--- src/rtl/rv_pkg.sv ---
// rv_pkg: shared RISC-V integer datapath constants and types
package rv_pkg;
    localparam int XLEN = 32;
    localparam int REG_ADDR_W = 5;
    localparam int REG_ZERO = 0;
    typedef logic [REG_ADDR_W-1:0] reg_addr_t;
    typedef logic [XLEN-1:0] xlen_t;
endpackage

--- src/rtl/rv_regfile_if.sv ---
// rv_regfile_if: write port and two read ports of the integer register file
interface rv_regfile_if #(
    parameter int WIDTH = rv_pkg::XLEN,
    parameter int ADDR_W = rv_pkg::REG_ADDR_W
);
    logic              we;
    logic [ADDR_W-1:0] wa;
    logic [WIDTH-1:0]  wd;
    logic [ADDR_W-1:0] ra1;
    logic [WIDTH-1:0]  rd1;
    logic [ADDR_W-1:0] ra2;
    logic [WIDTH-1:0]  rd2;
    modport master (output we, wa, wd, ra1, ra2, input rd1, rd2);
    modport slave (input we, wa, wd, ra1, ra2, output rd1, rd2);
endinterface

--- src/rtl/rf_wr_decoder.sv ---
// rf_wr_decoder: one-hot write select, gated by we, entry 0 never selected
module rf_wr_decoder #(
    parameter int DEPTH = 32,
    localparam int ADDR_W = $clog2(DEPTH)
) (
    input  logic              we,
    input  logic [ADDR_W-1:0] wa,
    output logic [DEPTH-1:0]  sel
);
    for (genvar i = 0; i < DEPTH; i++) begin : g_sel
        assign sel[i] = we && (wa == ADDR_W'(i)) && (i != 0);
    end
endmodule

--- src/rtl/rv_regfile.sv ---
// rv_regfile: integer register file, x0 hardwired to zero, two read ports
// with same-cycle write-through bypass
module rv_regfile
    import rv_pkg::*;
#(
    parameter int WIDTH = XLEN,
    parameter int DEPTH = 2 ** REG_ADDR_W,
    localparam int ADDR_W = $clog2(DEPTH)
) (
    input logic         clk,
    input logic         rst_n,
    rv_regfile_if.slave bus
);
    logic [DEPTH-1:0] sel;
    logic [WIDTH-1:0] regs [DEPTH-1:1];
    logic [WIDTH-1:0] view [DEPTH];
    logic             byp;
    logic             unused_sel0;

    rf_wr_decoder #(.DEPTH(DEPTH)) u_dec (
        .we (bus.we),
        .wa (bus.wa),
        .sel(sel)
    );

    assign unused_sel0 = sel[0];

    always_ff @(posedge clk) begin
        for (int i = 1; i < DEPTH; i++)
            if (!rst_n) regs[i] <= '0;
            else if (sel[i]) regs[i] <= bus.wd;
    end

    // x0 has no storage; the read view supplies the constant zero
    always_comb begin
        view[0] = '0;
        for (int i = 1; i < DEPTH; i++) view[i] = regs[i];
    end

    assign byp = rst_n && bus.we;

    function automatic logic [WIDTH-1:0] read_port(
        input logic [ADDR_W-1:0] ra,
        input logic [ADDR_W-1:0] wa,
        input logic              b,
        input logic [WIDTH-1:0]  wd,
        input logic [WIDTH-1:0]  stored
    );
        return (ra == ADDR_W'(REG_ZERO)) ? '0 : (b && wa == ra) ? wd : stored;
    endfunction

    assign bus.rd1 = read_port(bus.ra1, bus.wa, byp, bus.wd, view[bus.ra1]);
    assign bus.rd2 = read_port(bus.ra2, bus.wa, byp, bus.wd, view[bus.ra2]);
endmodule

--- src/flat_wrapper.sv ---
// flat-port wrapper written by rule: the top's interface ports become plain ports
module rv_regfile_flat import rv_pkg::*;
#(
    parameter int WIDTH = XLEN,
    parameter int DEPTH = 2 ** REG_ADDR_W,
    localparam int ADDR_W = $clog2(DEPTH)
)
  (clk, rst_n, bus_we, bus_wa, bus_wd, bus_ra1, bus_ra2, bus_rd1, bus_rd2);
  rv_regfile_if #(.WIDTH(WIDTH)) bus_i ();
  input logic clk;
  input logic rst_n;
  input wire logic [$bits(bus_i.we)-1:0] bus_we;
  input wire logic [$bits(bus_i.wa)-1:0] bus_wa;
  input wire logic [$bits(bus_i.wd)-1:0] bus_wd;
  input wire logic [$bits(bus_i.ra1)-1:0] bus_ra1;
  input wire logic [$bits(bus_i.ra2)-1:0] bus_ra2;
  output wire logic [$bits(bus_i.rd1)-1:0] bus_rd1;
  output wire logic [$bits(bus_i.rd2)-1:0] bus_rd2;
  assign bus_i.we = bus_we;
  assign bus_i.wa = bus_wa;
  assign bus_i.wd = bus_wd;
  assign bus_i.ra1 = bus_ra1;
  assign bus_i.ra2 = bus_ra2;
  assign bus_rd1 = bus_i.rd1;
  assign bus_rd2 = bus_i.rd2;
  rv_regfile #(.WIDTH(WIDTH), .DEPTH(DEPTH)) u_core (.clk(clk), .rst_n(rst_n), .bus(bus_i));
endmodule
--- config.mk ---
export PLATFORM = sky130hd
export DESIGN_NAME = rv_regfile_flat
export DESIGN_NICKNAME = d
export VERILOG_FILES = /design/src/rtl/rv_pkg.sv /design/src/rtl/rv_regfile_if.sv /design/src/rtl/rf_wr_decoder.sv /design/src/rtl/rv_regfile.sv /design/src/flat_wrapper.sv
export SDC_FILE = /design/constraint.sdc
export NUM_CORES = 2
export LEC_CHECK = 0
export ABC_AREA = 1
export CORE_MARGIN = 3
export CORE_UTILIZATION = 25
export DETAILED_ROUTE_END_ITERATION = 12
export DONT_BUFFER_PORTS = 1
export PLACE_DENSITY = 0.46
export SYNTH_ARGS = -nofsm -noshare
export SYNTH_HDL_FRONTEND = slang
export SYNTH_SLANG_ARGS = --single-unit
export TNS_END_PERCENT = 1
--- constraint.sdc ---
create_clock -name clk -period 6.4 [get_ports clk]
set_clock_uncertainty 0.1 [all_clocks]
set_input_delay 1.6 -clock clk [delete_from_list [all_inputs] [get_ports clk]]
set_output_delay 1.6 -clock clk [all_outputs]
set_load 0.02 [all_outputs]
### Yosys cells after proc, flatten, opt, wreduce, memory -nomap -nowiden

Memory sizes are Yosys's and may differ from the RTL's.
Index checks and enable logic that the tools add are counted.

* register bits after elaboration: 0
* RAM bits: 992
* input bits: 50
* output and inout bits: 64
* word-level logic and storage cells: 240
* memories kept: 1

* order comparisons: 2
* equal/unequal tests: 33
* mux-type cells: 135
* bitwise operators: 33
* reductions and logical operators: 36

Memories
* u_core.regs: depth 31, bits a word 32, rd ports 31, clocked after memory_dff 0, write ports 31, line rv_regfile.sv:15 `logic [WIDTH-1:0] regs [DEPTH-1:1];`

Operators with widths (number)
* $mux 32: 39
* $bmux 32 s5: 2
* $mux 1: 94
* $eq 5x5->1 const B: 16
* $eq 5x4->1 const B: 8
* $logic_and 1x1->1: 34
* $or 1x1->1: 31
* $eq 5x3->1 const B: 4
* $ge 6x6->1 const B: 2
* $not 5->6: 2
* $eq 5x2->1 const B: 2
* $eq 5x5->1: 2
* $logic_not 5->1: 2
* $eq 5x1->1 const B: 1

### Logic depth before layout (Yosys ltp)

* depth in word-level cells: 6
* gate-level depth with buffers: 13

### By module

Synthesis repeated with hierarchy kept, for this count alone.

* cell total of the unflattened synthesis: 6918
* area total of the unflattened synthesis: 55164.2 um2

Modules (own cells, without submodules)
* rv_regfile: instances 1, cells each 6850, area an instance 54883.9 um2, seq. area each 29788.6 um2
* rf_wr_decoder: instances 1, cells each 68, area an instance 280.3 um2, seq. area each 0.0 um2

### Least setup slack after synthesis

No wires, ideal clock.

* path kind: input-to-reg
* start: in bus_wa[3]
* end: reg u_core.regs[0][32] (netlist name)
* data arrival time: 4.560 ns
* required time: 5.834 ns
* slack: 1.275 ns
* stages: 6
* path buffers: 1
* cell sequence: buf_2 > nor2_2 > inv_1 > nor2_1 > inv_1 > o21ai_0

RTL lines
* from (decl): line flat_wrapper.sv:13 `input wire logic [$bits(bus_i.wa)-1:0] bus_wa;`

### Worst setup path after layout

* start: in bus_ra2[0]
* end: out bus_rd2[5]

* longest elaborated chain between the ends: 6

RTL lines
* from (decl): line flat_wrapper.sv:16 `input wire logic [$bits(bus_i.ra2)-1:0] bus_ra2;`
* $not 5->6 (implied by the code): line rv_regfile.sv:53 `assign bus.rd2 = read_port(bus.ra2, bus.wa, byp, bus.wd, view[bus.ra2]);`
* $bmux 32 s5: line rv_regfile.sv:53
* $mux 32 (implied by the code) (2 in a row): line rv_regfile.sv:53
* $mux 32: line rv_regfile.sv:49 `return (ra == ADDR_W'(REG_ZERO)) ? '0 : (b && wa == ra) ? wd : stored;`
* $mux 32 *: line rv_regfile.sv:49
* to (decl): line flat_wrapper.sv:18 `output wire logic [$bits(bus_i.rd2)-1:0] bus_rd2;`

Mark *: on every way between the ends. The rest lies on a longest branch, timed or not. The select of a mux whose other input is x is not followed.

==> impl_metrics.ini <==
[outcome]
status = complete, but fails checks
failed_checks = max-slew violations, negative setup slack

[timing]
fin_crit_sh_pct = 103
finalCriticalPeriod_ns = 6.60
drv_slew = 368
hold_violations = 0
rsz0062_at_grt = false
tightest_slew_ns = 2.60
fin_ws_ns = -0.201
slew_headroom_pct = -73.2
clock.fmax_mhz = 151
finalSetupViolCount = 9

[job]
cap_violations = 0

[die]
core_area_mm2 = 0.228
die_w_um = 485
ios = 114
floorplan.initialDensity_pct = 25.2
die_area_mm2 = 0.235
rows = 175
fp.dieH_um = 485

[global_route]
antenna_found_initial = 16
track_usage_pct = 21.4
grt_pass1_wl_um = 367000
grt-ovfl-total = 0
grt_max_degree = 538
grt_pass1_vias = 49200

[route]
drt_iter0_drc = 6987
drcViolationCount = 0
routed_via_density = 5.14
drt_pass1_iterations = 6
vias = 52500
wirelength_um = 261000
avgRoutedWirePerCell_um = 25.6
drtAntennaViolNets = 0

[clocking]
clkSlewWorstSetupHoldPaths_ns = 0.06
htree_num_levels = 3
clock_sinks = 992
cts_resized = 0
cts_made_buffers = 109
root_buffer = clkbuf_16
cts_tree = done
clock_path_buffers = 3
holdBufCountCts = 0
cts_setup_buffers = 0

[power]
pwr-share-seq_pct = 47.6
switching_share_pct = 28.8
p_comb_share_pct = 13.5
clockPowerShare_pct = 38.9
ir_drop_uv = 213
total_power_mw = 16.1
pwr_density_cell_mw_per_mm2 = 253
power_leakage_nw = 26.4
p_sw_mw = 4.63
p_int_mw = 11.5

[critical_path]
end_kind = output port
crit_end = bus_rd2[5]
crit_path_start_kind = input port
cp-startpoint = bus_ra2[0]
worstPathMaxFanout = 537
worst-setup-path-type = input port to output port
arrival_ns = 4.90
critical_path_required_ns = 4.70

[synthesis]
synth_compound_area_share_pct = 5.59
synth_top_area_cell = edfxtp_1
syn_avg_cell_area_um2 = 7.69
synth_top_area_share_pct = 51.9
synth.mux.area_fraction_pct = 0
yosys.area_share.simple_pct = 32.9
synthCells = 7458
yosysSeqAreaShare_pct = 51.9
syn_nets = 7508
synthArstFlopShare_pct = 0
ys.flop_type = edfxtp_1
ys_ff_latch = 992
synth_cell_types = 31
synth_top_family_by_area = simple AND/OR/NAND/NOR gates
yosys.area_share.xor_xnor_pct = 0.0305
ys_warn_count = 0
synth.top_cells.by_area = edfxtp_1 (52%), nand2_1 (12%), nand3_1 (10%)
netlist_area_mm2 = 0.0574
yosys.area_share.adder_pct = 0
synth_edf_count = 992

[final_layout]
top_register = u_core.regs
reg_top3 = u_core.regs (992)
syn_to_final_growth_pct = 10.8
finish.utilization_pct = 27.9
fin_nets = 7146
fillers = 24500
largest_reg_flops = 992
drive_gt1_share_pct = 6.12

[placement]
portBuffers = 0
pre_cts_ws_ns = 0.330
dp_hpwl_um = 140000
gp_congestion = 0.875

[hold_path]
hold_depth = 2
hp-class = input port to flop
[synth_stat cells (14+ instances only)]
cell type / instances
nand3_1: 1172
nand2_1: 1858
buf_1: 49
nand4_1: 19
a21oi_1: 272
o211ai_1: 137
buf_4: 16
clkbuf_1: 299
buf_2: 254
o21ai_0: 135
edfxtp_1: 992
or2_2: 39
nor3_1: 14
inv_1: 721
nor2_1: 1409
[kinds of logic (layout without fill, tap and decap cells)]
family                    after synthesis  in the layout
AOI/OAI and AO/OA                     568            568
and+or+nand+nor                      4541           4541
DFF                                   992            992
other                                   0             22
buffers and inverters                1355           1084
xor gates and xnor gates                2              2
[worst min-delay path by stage]
stage                     slack, ns                   to  startpoint
after floorplan                1.74  u_core.regs[0][128]   bus_wd[0]
after global placement         1.89   u_core.regs[1][39]   bus_wd[7]
after detailed placement       1.90   u_core.regs[1][71]   bus_wd[7]
after CTS                      1.10  u_core.regs[0][167]   bus_wd[7]
after global routing           1.16  u_core.regs[0][199]   bus_wd[7]
final                          1.14  u_core.regs[1][231]   bus_wd[7]
[placed cells by master, fill, tap and decap left out, drive strengths merged]
| cell | instances |
|---|---|
| nand2 | 1860 |
| nand4 | 19 |
| or2 | 39 |
| nor4 | 1 |
| clkinvlp | 5 |
| nor2 | 1424 |
| buf | 147 |
| o211ai | 137 |
| clkbuf | 140 |
| a21oi | 272 |
| clkinv | 50 |
| o21ai | 144 |
| bufinv | 6 |
| xor2 | 2 |
| nand3 | 1180 |
| a31oi | 13 |
| diode | 22 |
| inv | 736 |
| o22ai | 2 |
| edfxtp | 992 |
| nor3 | 16 |
| and3 | 2 |
[metrics by stage]
step / cells / hold WS [ns] / instance area, um2 / setup TNS [ns]
2_1_floorplan: 7458 / 1.74 / 57400 / 0
3_3_place_gp: 9994 / 1.89 / 60100 / 0
3_5_place_dp: 9994 / 1.90 / 60100 / 0
4_1_cts: 10200 / 1.10 / 63500 / 0
5_1_grt: 10200 / 1.16 / 63500 / 0
6_report: 10200 / 1.14 / 63500 / -0.848
[metal layers]
metal / share of wire [%] / GRT usage, % / routed length [um]
met4: 6.1 / 12.2 / 16000
met1: 39 / 27.0 / 102000
met3: 8.6 / 3.32 / 22400
met5: 0.015 / 0 / 38
met2: 46 / 34.8 / 120000
[power by group through the flow]
| stage | Sequential, mW | Combinational [mW] | Clock (mW) |
|---|---|---|---|
| after floorplan | 7.76 | 1.45 | 0 |
| after detailed placement | 7.80 | 2.11 | 0 |
| final | 7.67 | 2.17 | 6.26 |
| after CTS | 7.66 | 2.12 | 6.33 |
| after global routing | 7.70 | 2.32 | 6.55 |
| after global placement | 7.79 | 2.11 | 0 |
[worst max-delay path, stage by stage]
cell     delay (ns)
a21oi_1        0.67
o21ai_0        0.16
nand2_1        0.18
nor2_1         0.07
nor2_1         0.32
nand2_1        0.17
nand3_1        0.11
nand2_1        0.22
inv_1          0.23
[cell type report]
class / count / area [um2] / area share [%]
antenna: 22 / 55.1 / 0.0866
clock buffer: 140 / 2870 / 4.51
clock inverter: 62 / 477 / 0.750
inverter: 735 / 2800 / 4.40
multi-input combinational: 5111 / 22400 / 35.3
sequential: 992 / 29800 / 46.9
tap: 3009 / 3760 / 5.92
timing repair buffer: 147 / 1350 / 2.13
No activity file was read; power rests on OpenSTA's default activity.
